File: config.mk
export PLATFORM = sky130hd
export DESIGN_NAME = pipe_skid_buffer_flat
export DESIGN_NICKNAME = d
export VERILOG_FILES = /design/src/rtl/pipe_skid_buffer_if.sv /design/src/rtl/pipe_skid_buffer.sv /design/src/flat_wrapper.sv
export SDC_FILE = /design/constraint.sdc
export NUM_CORES = 1
export LEC_CHECK = 0
export BUFFER_PORTS_ARGS = -buffer_cell sky130_fd_sc_hd__buf_2
export CAP_MARGIN = 20
export CORE_MARGIN = 1
export CORE_UTILIZATION = 49
export CTS_CLUSTER_SIZE = 40
export DETAILED_ROUTE_END_ITERATION = 16
export PLACE_DENSITY = 0.76
export SYNTH_ARGS = -nofsm -noshare
export SYNTH_HDL_FRONTEND = slang
export SYNTH_SLANG_ARGS = --single-unit
File: constraint.sdc
create_clock -name clk -period 1.8 [get_ports clk]
set_input_delay 0.27 -clock clk [delete_from_list [all_inputs] [get_ports clk]]
set_output_delay 0.27 -clock clk [all_outputs]
set_load 0.05 [all_outputs]
File: src/rtl/pipe_skid_buffer_if.sv
// Valid/ready/data handshake bundle for one side of the skid buffer.
// The master drives valid and data, and the slave drives ready.
interface pipe_skid_buffer_if #(
   parameter int WIDTH = 8
);
   logic             valid;
   logic             ready;
   logic [WIDTH-1:0] data;

   modport master (output valid, output data, input ready);
   modport slave  (input valid, input data, output ready);
endinterface

File: src/rtl/pipe_skid_buffer.sv
// Two-entry registered skid buffer between pipeline stages, with a synchronous flush.
// Handshake outputs come only from the state register, so a consumer stall cannot reach the producer combinationally.
module pipe_skid_buffer #(
   parameter int WIDTH = 8
) (
   input  logic              clk,
   input  logic              reset_n,
   input  logic              flush,
   pipe_skid_buffer_if.slave  inBus,
   pipe_skid_buffer_if.master outBus,
   output logic [1:0]        count
);

   typedef enum logic [1:0] {
      EMPTY = 2'd0,
      ONE   = 2'd1,
      FULL  = 2'd2
   } stateT;

   stateT            state;
   stateT            stateNext;
   logic [WIDTH-1:0] mainReg;
   logic [WIDTH-1:0] skidReg;
   logic             inXfer;
   logic             outXfer;
   logic             loadMainIn;
   logic             loadMainSkid;
   logic             loadSkid;

   // The state encoding doubles as the occupancy count.
   assign inBus.ready  = (state != FULL);
   assign outBus.valid = (state != EMPTY);
   assign outBus.data  = mainReg;
   assign count        = state;

   assign inXfer  = inBus.valid && inBus.ready;
   assign outXfer = outBus.valid && outBus.ready;

   always_ff @(posedge clk or negedge reset_n) begin
      if (!reset_n) begin
         state <= EMPTY;
      end else begin
         state <= stateNext;
      end
   end

   // Flush wins over everything and discards a word accepted in the same cycle.
   always_comb begin
      stateNext    = state;
      loadMainIn   = 1'b0;
      loadMainSkid = 1'b0;
      loadSkid     = 1'b0;
      if (flush) begin
         stateNext = EMPTY;
      end else begin
         case (state)
            EMPTY: begin
               if (inXfer) begin
                  loadMainIn = 1'b1;
                  stateNext  = ONE;
               end
            end
            ONE: begin
               if (inXfer && outXfer) begin
                  loadMainIn = 1'b1;
               end else if (inXfer) begin
                  loadSkid  = 1'b1;
                  stateNext = FULL;
               end else if (outXfer) begin
                  stateNext = EMPTY;
               end
            end
            FULL: begin
               if (outXfer) begin
                  loadMainSkid = 1'b1;
                  stateNext    = ONE;
               end
            end
            default: stateNext = EMPTY;
         endcase
      end
   end

   always_ff @(posedge clk or negedge reset_n) begin
      if (!reset_n) begin
         mainReg <= '0;
         skidReg <= '0;
      end else begin
         if (loadMainIn) begin
            mainReg <= inBus.data;
         end else if (loadMainSkid) begin
            mainReg <= skidReg;
         end
         if (loadSkid) begin
            skidReg <= inBus.data;
         end
      end
   end

endmodule

File: src/flat_wrapper.sv
// flat-port wrapper written by rule: the top's interface ports become plain ports
module pipe_skid_buffer_flat 
#(
   parameter int WIDTH = 8
)
  (clk, reset_n, flush, count, inBus_valid, inBus_data, inBus_ready, outBus_valid, outBus_data, outBus_ready);
  pipe_skid_buffer_if #(.WIDTH(WIDTH)) inBus_i ();
  pipe_skid_buffer_if #(.WIDTH(WIDTH)) outBus_i ();
  input  logic clk;
  input  logic reset_n;
  input  logic flush;
  output logic [1:0] count;
  input wire logic [$bits(inBus_i.valid)-1:0] inBus_valid;
  input wire logic [$bits(inBus_i.data)-1:0] inBus_data;
  output wire logic [$bits(inBus_i.ready)-1:0] inBus_ready;
  output wire logic [$bits(outBus_i.valid)-1:0] outBus_valid;
  output wire logic [$bits(outBus_i.data)-1:0] outBus_data;
  input wire logic [$bits(outBus_i.ready)-1:0] outBus_ready;
  assign inBus_i.valid = inBus_valid;
  assign inBus_i.data = inBus_data;
  assign inBus_ready = inBus_i.ready;
  assign outBus_valid = outBus_i.valid;
  assign outBus_data = outBus_i.data;
  assign outBus_i.ready = outBus_ready;
  pipe_skid_buffer #(.WIDTH(WIDTH)) u_core (.clk(clk), .reset_n(reset_n), .flush(flush), .inBus(inBus_i), .outBus(outBus_i), .count(count));
endmodule
# --- Word-level counts from Yosys, hierarchy flattened ---
# Index checks and enable logic that the tools add are counted.
word_totals:
  input_bits: 13
  wordCells: 36
  register_bits: 18
classes:
  n_eq_ne: 7
  mux: 19
  reduce_logical: 7
ops:
  columns: ["operator", "count"]
  rows:
  - ["two-way mux 8 bit", 2]
  - ["two-way mux 2 bit", 6]
  - ["two-way mux 1 bit", 9]
  - ["inequality test 3 x 2 -> 1 bit, second input constant", 2]
  - ["case mux 2 bit (3 select lines)", 1]
  - ["inequality test 4 x 2 -> 1 bit, second input constant", 1]
  - ["AND reduction 4 bit", 1]
  - ["nonzero test 2 bit", 2]
  - ["logical AND 1 bit", 3]
  - ["inequality test 3 bit, second input constant", 1]
  - ["equality test 2 x 1 -> 1 bit, second input constant", 1]
  - ["equality test 2 bit, second input constant", 1]
  - ["zero test 2 bit", 1]
  - ["inequality test 2 bit, second input constant", 1]
  - ["case mux 1 bit (2 select lines)", 1]

# --- Logic depth before layout (Yosys ltp) ---
depth:
  word_depth: 7
  ltp_mapped: 4
  ltp_nobuf: 4

# --- Worst setup path before layout ---
# Ideal clock, no wire load.
synth_path:
  path_type: "register to register"
  startpoint: "reg u_core.state[1] (netlist: u_core.count[1])"
  endpoint: "reg u_core.mainReg[5] (netlist: u_core.outBus.data[5])"
  period_less_slack_ns: 1.946
  arrival_ns: 1.821
  stages_incl_launch_ff: 5
  n_path_buf: 0
  required_time_ns: 1.676
  setup_ns: 0.124
  setup_slack_ns: -0.146
  cell_sequence: "dfrtp_1 > nand2b_1 > nor3b_1 > mux2i_1 > a21oi_1"
synth_via:
  elab_chain_len: 7
  elab_cells_between_ends: 17
synth_lines:
  columns: ["element", "line", "source"]
  rows:
  - ["start, declared", "pipe_skid_buffer.sv:20", "stateT state;"]
  - ["start signal, assigned", "pipe_skid_buffer.sv:43", "state <= stateNext;"]
  - ["inequality test 2 bit (*)", "pipe_skid_buffer.sv:31", "assign inBus.ready = (state != FULL);"]
  - ["net inBus_ready", "flat_wrapper.sv:15", "output wire logic [$bits(inBus_i.ready)-1:0] inBus_ready;"]
  - ["logical AND 1 bit (*)", "pipe_skid_buffer.sv:36", "assign inXfer = inBus.valid && inBus.ready;"]
  - ["logical AND 1 bit", "pipe_skid_buffer.sv:64", "if (inXfer && outXfer) begin"]
  - ["two-way mux 1 bit", "pipe_skid_buffer.sv:64", null]
  - ["case mux 1 bit (2 select lines) (*)", "pipe_skid_buffer.sv:56", "case (state)"]
  - ["two-way mux 1 bit (*)", "pipe_skid_buffer.sv:53", "if (flush) begin"]
  - ["two-way mux 8 bit or nonzero test 2 bit (tied branches)", null, null]
  - ["end signal, assigned", "pipe_skid_buffer.sv:90", "mainReg <= inBus.data;"]
  - ["end signal, assigned", "pipe_skid_buffer.sv:92", "mainReg <= skidReg;"]
  - ["end, declared", "pipe_skid_buffer.sv:22", "logic [WIDTH-1:0] mainReg;"]
# Mark *: on every way through the listed nets, which the timed path passes. The rest lies on a longest branch.
# A chain may end at the register's enable or synchronous reset.

# --- Worst setup path in the final report ---
layout_path:
  startpoint: "reg u_core.state[1] (netlist: u_core.count[1])"
  endpoint: "reg u_core.mainReg[7] (netlist: u_core.outBus.data[7])"
layout_via:
  elab_chain_len: 7
  elab_cells_between_ends: 17
layout_lines:
  columns: ["element", "line"]
  rows:
  - ["inequality test 2 bit or nonzero test 2 bit (tied branches)", "pipe_skid_buffer.sv:31, pipe_skid_buffer.sv:32"]
  - ["logical AND 1 bit, on equally long branches", "pipe_skid_buffer.sv:36, pipe_skid_buffer.sv:37"]
  - ["logical AND 1 bit", "pipe_skid_buffer.sv:64"]
  - ["two-way mux 1 bit", "pipe_skid_buffer.sv:64"]
  - ["case mux 1 bit (2 select lines)", "pipe_skid_buffer.sv:56"]
  - ["two-way mux 1 bit", "pipe_skid_buffer.sv:53"]
  - ["two-way mux 8 bit or nonzero test 2 bit (tied branches)", null]
# Several ways; a longest one is shown, not always the timed one.

==> metrics <==
status=complete, but fails checks; failing checks=design-rule violations; worst hold start=outBus_ready; r2r setup slk=between 0.2 and 0.25 ns; top area cells in the synthesized netlist=dfrtp_1, mux2_2, mux2i_1; Rows=14; Async S/R FF share, synth=100%; setup tns final=0 ns; area of the core=0.00156 sq mm; Yosys top cell area share=between 50% and 60%; Final Critical Period=about 1.6 ns; Tcrit/Tclk final=86.2%; dpl hpwl=roughly 1.1 mm; Flop pwr share=between 40% and 50%; R2R Path End=u_core.outBus.data[7]; mean routed wirelength per cell=approximately 14 um; Final Setup Violations=0; Post-synth top flop=dfrtp_1; Nets=around 100; hold_ws=0.205 ns; Clock Power Share=about 18%; Die ar.=between 0.0015 and 0.002 sq mm; CTS tree=done; critical path endpoint=u_core.outBus.data[7]; Die X=between 40 and 50 um; grt total ovfl=0; crit path DAT=~1.7 ns; clk slew on worst S/H paths=roughly 0.09 ns; largest net degree at the start of global routing=19; H-Tree Depth=1; Power Dens Cells=around 1300 mW/mm^2; vias in the first global route=567; Starting Density=about 55%; Post-synth EDFFs=0; Mapped Area=~850 sq um; NetSw=around 540 uW; clk sink count=18; IO Pins=25; post-synthesis sequential area ratio=~53%; I/O Buffers=24; cts bufs inserted=3; gp weighted congestion=~0.85; initial antenna violation count=0; most frequent cells after synthesis=mux2_2, dfrtp_1, nand2b_1, nor2_1; Hold WC Path Type=in2reg; synthesized area per cell=around 14 sq um; gr usage total=19.1%; slew margin rel.=71.6%; Yosys Warn Count=0; Clock Skew=roughly 0.0058 ns; Pleak=~0.0005 uW; clock root buffer=clkbuf_4; post-synth top area cell=dfrtp_1; drt pass-1 iters=10; Final Max Tran Viols=0; worst reg-to-reg path cell count=4; VDD IR max=roughly 0.69 mV; maximum fanout along the worst path=7; number of diodes=0; sw frac=39.0%; Distinct cells, synth=18; RSZ-0062 raised after global routing=no; Worst setup SP type=register; syn nets=between 70 and 80; Setup Fix Bufs, Post-CTS=0; first-pass GRT wire length=roughly 2.6 mm; Critical Path RT=around 2.0 ns; post-synthesis register bit count=18; CTS resizes=0; internal power=approximately 840 uW; Total Power=approximately 1400 uW; worst setup path class=reg2reg; via/cell ratio=roughly 5.5; CP Capture Type=register; final wirelength=between 1 and 1.5 mm; f_max=0.644 GHz; crit path from=u_core.count[1]; Synth Instances=slightly above 60; Logic pwr share=between 40% and 50%; DRC Markers=1; Maximum Capacitance Violations=0; worst r2r src=u_core.count[1]; Worst-Skew Late Latency=around 0.29 ns; DR vias=just under 600; Die Height=43.7 um; DRT antenna net count=0; layout cell share with drive strength beyond 1=a little over three fifths; measured slew at the worst slew-check pin=approximately 0.43 ns; Layout area overhead=21.8%; Clock Path Buffers=2; DRT iter0 DRCs=5; final hold violations=0; count leader, synth=mux2_2
## power groups by stage
stage / Clock, uW / Combinational (uW) / Sequential [uW]
after floorplan: 0 / 185 / 825
after global placement: 0 / 548 / 585
after detailed placement: 0 / 557 / 590
after CTS: 253 / 560 / 582
after global routing: 273 / 584 / 596
final: 244 / 552 / 581
## logic make-up after synthesis
group                  after synthesis  share of synthesized area [%]
muxes                               24                           31.5
DFF                                 18                           52.9
and+or+nand+nor                     13                           10.6
AOI/OAI and AO/OA                    5                           3.97
buffers and inverters                2                           1.03
## registers in the layout (all words and copies together) (netlist names)
register	cells
u_core.count	2
u_core.outBus.data	8
u_core.skidReg	8
## layout by cell type, fill, tap and decap left out, drive strengths merged
cell type,count
buf,24
mux2,22
dfrtp,18
clkbuf,4
nor2,3
nand2b,3
mux2i,2
a21oi,2
nand2,2
nor3b,2
or2,1
inv,1
o21ai,1
and3,1
o21bai,1
nand3,1
a211oi,1
dlygate4sd3,1
## layout make-up
type / count / area (sq um)
Clock buffer: 4 / 36.3
Timing Repair Buffer: 25 / 130
Tap cell: 16 / 20.0
Fill cell: 132 / 523
Sequential cell: 18 / 452
Multi-Input combinational cell: 42 / 394
Inverter: 1 / 3.75
## how the worst min path moves through the flow
stage / endpoint / slack, ns / depth (start not counted)
after floorplan: u_core.count[0] / -0.03 / 0
after global placement: u_core.skidReg[2] / 0.22 / 1
after detailed placement: u_core.skidReg[2] / 0.22 / 1
after CTS: u_core.count[1] / 0.19 / 2
after global routing: u_core.count[0] / 0.20 / 2
final: u_core.count[1] / 0.20 / 2
## critical path: stages (launching register included)
cell	delay, ns
dfrtp_2	0.45
mux2i_1	0.20
nor2_1	0.08
o21bai_2	0.34
mux2_2	0.38
## layer usage
metal / vias to the layer above / wire (um) / track usage (%)
li1: 278 / - / -
met1: 280 / 679 / 25.1
met2: 17 / 725 / 30.1
met3: 4 / 65 / 3.75
met4: 0 / 24 / 9.38
met5: - / 0 / 0
## stage by stage
stage	cells	util, %	cell area (sq um)	worst slack (ns)
CTS	106	66.5	1040	0.226
detailed placement	101	63.5	990	0.244
global placement	101	63.5	990	0.279
finish	106	66.5	1040	0.248
floorplan	62	-	855	0.114
global route	106	66.5	1040	0.181
## timing repair
| action | CTS | global route |
|---|---|---|
| endpoints found under the hold margin | 18 | 0 |
| setup endpoints to repair | 0 | 0 |
| hold buffers | 1 | 0 |
Power figures use the tool's default switching activity.
